===== src/rtl/lfsr_parity_gen.sv =====
// Parametrised Fibonacci LFSR with registered parity, seed load, lock-up recovery and period-wrap pulse.
// Optional period measurement counter is enabled by defining LFSR_PERIOD_CNT_EN.
module lfsr_parity_gen #(
  parameter int             W          = 7,
  parameter logic [W-1:0]   TAPS       = 7'b1100000,
  parameter logic [W-1:0]   SEED       = 7'b0000001,
  parameter bit             PARITY_ODD = 1'b0
) (
  input  logic         clk,
  input  logic         rst,
  input  logic         en,
  input  logic         load,
  input  logic [W-1:0] seed_in,
  output logic [W:0]   lfsr_out,
  output logic         period_done,
  output logic         lockup_fix
`ifdef LFSR_PERIOD_CNT_EN
  ,
  output logic [W-1:0] period_len,
  output logic         period_valid
`endif
);

  logic [W-1:0] state_q, state_d;
  logic [W-1:0] start_q, start_d;
  logic         parity_q, parity_d;
  logic         period_done_q, period_done_d;
  logic         lockup_fix_q, lockup_fix_d;
  logic [W-1:0] step_nxt;
  logic         restart;
  logic         stepped;

  assign step_nxt = {state_q[W-2:0], ^(state_q & TAPS)};

  always_comb begin
    state_d       = state_q;
    start_d       = start_q;
    period_done_d = 1'b0;
    lockup_fix_d  = 1'b0;
    restart       = 1'b0;
    stepped       = 1'b0;
    if (load) begin
      // A zero seed would lock the register, so it is swapped for SEED.
      state_d      = (seed_in != '0) ? seed_in : SEED;
      start_d      = state_d;
      lockup_fix_d = (seed_in == '0);
      restart      = 1'b1;
    end else if (en) begin
      if (state_q == '0) begin
        state_d      = SEED;
        start_d      = SEED;
        lockup_fix_d = 1'b1;
        restart      = 1'b1;
      end else begin
        state_d       = step_nxt;
        period_done_d = (step_nxt == start_q);
        stepped       = 1'b1;
      end
    end
    parity_d = (^state_d) ^ PARITY_ODD;
  end

  always_ff @(posedge clk or posedge rst) begin
    if (rst) begin
      state_q       <= SEED;
      start_q       <= SEED;
      parity_q      <= (^SEED) ^ PARITY_ODD;
      period_done_q <= 1'b0;
      lockup_fix_q  <= 1'b0;
    end else begin
      state_q       <= state_d;
      start_q       <= start_d;
      parity_q      <= parity_d;
      period_done_q <= period_done_d;
      lockup_fix_q  <= lockup_fix_d;
    end
  end

  assign lfsr_out    = {parity_q, state_q};
  assign period_done = period_done_q;
  assign lockup_fix  = lockup_fix_q;

`ifdef LFSR_PERIOD_CNT_EN
  logic [W-1:0] cnt_q, cnt_d;
  logic [W-1:0] cnt_inc;
  logic [W-1:0] period_len_q, period_len_d;
  logic         period_valid_q, period_valid_d;

  // Saturating +1 so very long periods report 2^W-1 rather than wrapping.
  assign cnt_inc = (cnt_q == '1) ? cnt_q : cnt_q + 1'b1;

  always_comb begin
    cnt_d          = cnt_q;
    period_len_d   = period_len_q;
    period_valid_d = period_valid_q;
    if (restart) begin
      cnt_d = '0;
    end else if (stepped) begin
      if (period_done_d) begin
        period_len_d   = cnt_inc;
        period_valid_d = 1'b1;
        cnt_d          = '0;
      end else begin
        cnt_d = cnt_inc;
      end
    end
  end

  always_ff @(posedge clk or posedge rst) begin
    if (rst) begin
      cnt_q          <= '0;
      period_len_q   <= '0;
      period_valid_q <= 1'b0;
    end else begin
      cnt_q          <= cnt_d;
      period_len_q   <= period_len_d;
      period_valid_q <= period_valid_d;
    end
  end

  assign period_len   = period_len_q;
  assign period_valid = period_valid_q;
`else
  logic unused_ok;
  assign unused_ok = restart & stepped;
`endif

endmodule

===== config.mk =====
export PLATFORM = sky130hd
export DESIGN_NAME = lfsr_parity_gen
export DESIGN_NICKNAME = d
export VERILOG_FILES = /design/src/rtl/lfsr_parity_gen.sv
export SDC_FILE = /design/constraint.sdc
export NUM_CORES = 1
export LEC_CHECK = 0
export BUFFER_PORTS_ARGS = -buffer_cell sky130_fd_sc_hd__buf_4
export CAP_MARGIN = 40
export CORE_UTILIZATION = 45
export DETAILED_ROUTE_END_ITERATION = 8
export GPL_TIMING_DRIVEN = 0
export PLACE_DENSITY = 0.71
export SYNTH_ARGS = -nofsm -noshare
export SYNTH_HDL_FRONTEND = slang
export SYNTH_SLANG_ARGS = --single-unit

===== constraint.sdc =====
create_clock -name clk -period 4.9 [get_ports clk]
set_input_delay 0 -clock clk [delete_from_list [all_inputs] [get_ports clk]]
set_output_delay 0 -clock clk [all_outputs]
set_load 0.01 [all_outputs]

======== After elaboration in Yosys (flattened, before gate mapping) ========
Index checks and enable logic that the tools add are counted.
W data, S select, Z words.
operators by class
  equal/unequal tests ..................... 1
  multiplexer cells ....................... 13
  reduce and logical (&&, ||, !) cells .... 8
operators by type and width
  operator            number
  $mux W7             7
  $logic_not A7 Y1    2
  $reduce_xor A7 Y1   2
  $eq A7 B7 Y1        1
  $reduce_bool A7 Y1  1
  $mux W1             6
  $reduce_bool A2 Y1  2
  $reduce_and A2 Y1   1
word-level totals
  bits of input ports ..................... 11
  output and inout bits ................... 10
  flip-flop bits (word level) ............. 17
  word-level logic and storage cells ...... 27

======== Longest topological paths before layout ========
  depth in word-level cells ............... 5
  gate-level depth with buffers ........... 6

======== Worst setup path after synthesis ========
No wires, ideal clock.
  kind .................................... flip-flop to flip-flop
  start ................................... register state_q[5]
  end ..................................... register parity_q
  buffers on the path ..................... 0
  setup slack ............................. 3235 ps
  cell stages (with the launch flop) ...... 6
  arrival ................................. 1590 ps
  path through ............................ dfrtp_1 > or4_4 > nor4_4 > o22ai_1 > a21oi_2 > xnor2_1
on the way
  word-level cells in the longest chain between the ends .. 5
RTL lines
  element                                                line    text
  start, declared                                        24      logic [W-1:0] state_q, state_d;
  start signal, assigned                                 71      state_q <= state_d;
  $reduce_xor A7 Y1 or $logic_not A7 Y1 (tied branches)  33, 49
  $mux W7 *                                              49      if (state_q == '0) begin
  $mux W7 *                                              48      end else if (en) begin
  $mux W7 *                                              42      if (load) begin
  net state_d[0]                                         24
  $reduce_xor A7 Y1 *                                    60      parity_d = (^state_d) ^ PARITY_ODD;
  net parity_d                                           26      logic parity_q, parity_d;
  end signal, assigned                                   67      parity_q <= (^SEED) ^ PARITY_ODD;
  end signal, assigned                                   73      parity_q <= parity_d;
  end, declared                                          26
Mark *: on every way through the listed nets, which the timed path passes. The rest lies on a longest branch.
A chain may end at the register's enable or synchronous reset.

======== Worst setup path after layout ========
Ends and elaborated chain as after synthesis.

==> metrics.md <==
| Metric | Value |
|---|---|
| FF+latch count, synth | 17 |
| Worst EP arrival | 2.05 ns |
| VDD IR-drop max | 0.192 mV |
| Layout cells sized above 1 | 29.6% |
| Vias in the first global route | 669 |
| Post-route cell area | 1180 um^2 |
| Crit. End Element | flop |
| Core area | 1760 um^2 |
| R2r worst-path depth | 5 |
| RSZ-0062 raised after global routing | no |
| Ports | 21 |
| Data required, critical path | 5.13 ns |
| Vias per cell | 5.00 |
| Sequential-to-total area share from yosys stat | 49.4% |
| DRT Pass-1 Iters | 4 |
| Post-Syn Nets | 92 |
| Die ar. | 2110 um^2 |
| Post-route ant nets | 0 |
| DP Area | 1040 um^2 |
| Initial antenna violation count | 0 |
| Routed WL | 1.97 mm |
| Min Tclk post-route | 1.82 ns |
| Hold WS | 0.330 ns |
| Final period util | 37.2% |
| RePlAce Congestion | 0.754 |
| Fin util | 66.9% |
| Max_slew headroom | 55.3% |
| Gr ovfl total | 0 |
| First-pass GRT wire length | 3.06 mm |
| PD cells | 307 nW/um^2 |
| Yosys warning count | 0 |
| Wirelength per Cell | 14.0 um |
| Clock transition at path regs | 0.09 ns |
| # H-tree levels | 1 |
| Clock buffer count from CTS | 3 |
| Vias post-DR | 700 |
| CTS tree | yes |
| Static leakage | 0.563 nW |
| Initial drt markers | 9 |
| Area of the multi-input gates | 402 um^2 |
| Total power | 0.362 mW |
| Mean Syn Cell Area | 10.7 um^2 |
| Hold Fails Final Rpt | 0 |
| Synth Instances | 81 |
| MaxCap Viol Count | 0 |
| Setup CP Type | reg -> reg |
| Least-Margin Pin Slew | 0.670 ns |
| Run status | finished, final reports clean |
| Area Growth Syn to Fin | 35.9% |
| Fmax | 0.549 GHz |
| Clock root buffer | clkbuf_4 |
| Setup bufs post-CTS | 0 |
| # rows | 15 |
| Die X | 45.9 um |
| Worst hold-check path type | in -> async |
| Final Max Tran Viols | 0 |
| Final setup TNS | 0 ns |
| FF/Latch Area | 429 um^2 |
| Largest net degree at the start of global routing | 18 |
| Port bufs | 19 |
| Ant. Diodes | 0 |
| CTS Buffer Depth | 2 |
| Clk_skew | 0.00731 ns |
| Initial Util | 49.2% |
| CP Launch Type | flop |
| Distinct cells, synth | 24 |
| Fillers | 150 |
| Crit path max fanout | 6 |
| GRT Total Usage | 21.6% |
| # clock sinks | 17 |
| # setup viols final | 0 |
| Die Y | 45.9 um |
| # DRC | 0 |
| Cell Area, Synth | 868 um^2 |
| Later-pin clock latency in the skew report | 0.30 ns |
| Dpl hpwl | 1.34 mm |
| Nets | 127 |
## per-layer routing
metal / share of wire [%] / global-route usage (%) / up-vias
met2: 48 / 31.3 / 15
met3: 3.3 / 7.54 / 6
met5: 0 / 0 / -
li1: - / - / 343
met1: 45 / 27.6 / 336
met4: 3.0 / 12.4 / 0
## cell usage in the layout (no fill, tap or decap), types with 2 or more instances in the layout
| master | count |
|---|---|
| a21oi_1 | 2 |
| xor2_1 | 3 |
| dfstp_2 | 3 |
| nand4_1 | 2 |
| dlygate4sd3_1 | 11 |
| o21ai_0 | 2 |
| o21ai_2 | 2 |
| nor2_1 | 2 |
| nand2_1 | 19 |
| mux2i_1 | 6 |
| dfrtp_1 | 14 |
| buf_4 | 21 |
| xnor2_1 | 9 |
| clkbuf_4 | 3 |
| o21ai_1 | 2 |
| inv_1 | 3 |
## layout make-up
cell class / count / area share (%)
flip-flops and latches: 17 / 36.4
multi-input cells: 58 / 34.0
repair buffers: 30 / 21.4
well taps: 25 / 2.65
plain buffers: 3 / 2.23
clock buffers: 3 / 1.91
inverters: 3 / 0.954
clock inverters: 1 / 0.424
## final timing paths
| check | from | endpoint | slack (ns) |
|---|---|---|---|
| min in group clk | seed_in[6] | start_q[6] | 0.48 |
| min | rst | state_q[3] | 0.33 |
| max reg2reg | state_q[5] | parity_q | 3.08 |
| max | state_q[5] | parity_q | 3.08 |
| max in group asynchronous | rst | start_q[2] | 4.17 |
| min reg2reg | start_q[5] | start_q[5] | 0.50 |
## metrics by stage
step | std cells | setup WS (ns)
after detailed placement | 125 | 3.13
after global placement | 125 | 3.15
after CTS | 140 | 3.09
final | 140 | 3.08
after global routing | 140 | 3.00
after floorplan | 81 | 3.23
## power breakdown
group          leakage, nW  total (mW)  switching [mW]  internal [mW]
logic                0.341       0.112          0.0481         0.0640
registers            0.204       0.177          0.0159          0.161
clock network       0.0177      0.0728          0.0424         0.0305
total                0.563       0.362           0.106          0.255
## Yosys cell counts, drive strengths merged
master,number,area [um^2]
mux2i,6,60.1
dfstp,3,78.8
buf,3,26.3
o21ai,6,37.5
o41ai,1,8.76
a21oi,3,18.8
dfrtp,14,350
nor2b,1,6.26
nand2,19,71.3
o22ai,1,6.26
xor2,3,26.3
nand4,2,12.5
inv,3,11.3
xnor3,1,22.5
xnor2,9,78.8
nor2,2,7.51
nor3,1,5.00
nor4,1,21.3
or4,2,18.8
## repair_timing
| item | 4_1_cts | 5_1_grt |
|---|---|---|
| hold buffers | 11 | 0 |
| endpoints found under the hold margin | 25 | 0 |
| gates resized for setup | 0 | 0 |
## worst max-delay path: stages, from the launching register on
cell and delay (ns):
dfrtp_1 0.47, or4_4 0.56, nor4_4 0.19, o22ai_1 0.15, a21oi_2 0.25, xnor2_1 0.15
## kinds of logic after synthesis
family / share of synthesized area [%]
AND/OR/NAND/NOR: 16.4
flip-flops: 49.4
multiplexers: 6.92
XOR/XNOR: 14.7
buffers and inverters: 4.32
AO/OA/AOI/OAI: 8.21
## state kept, by name, summed over array words and instances (netlist names)
register     flops
start_q          7
state_q          7
period_done      1
parity_q         1
lockup_fix       1
(Power assumes the default switching activity.)
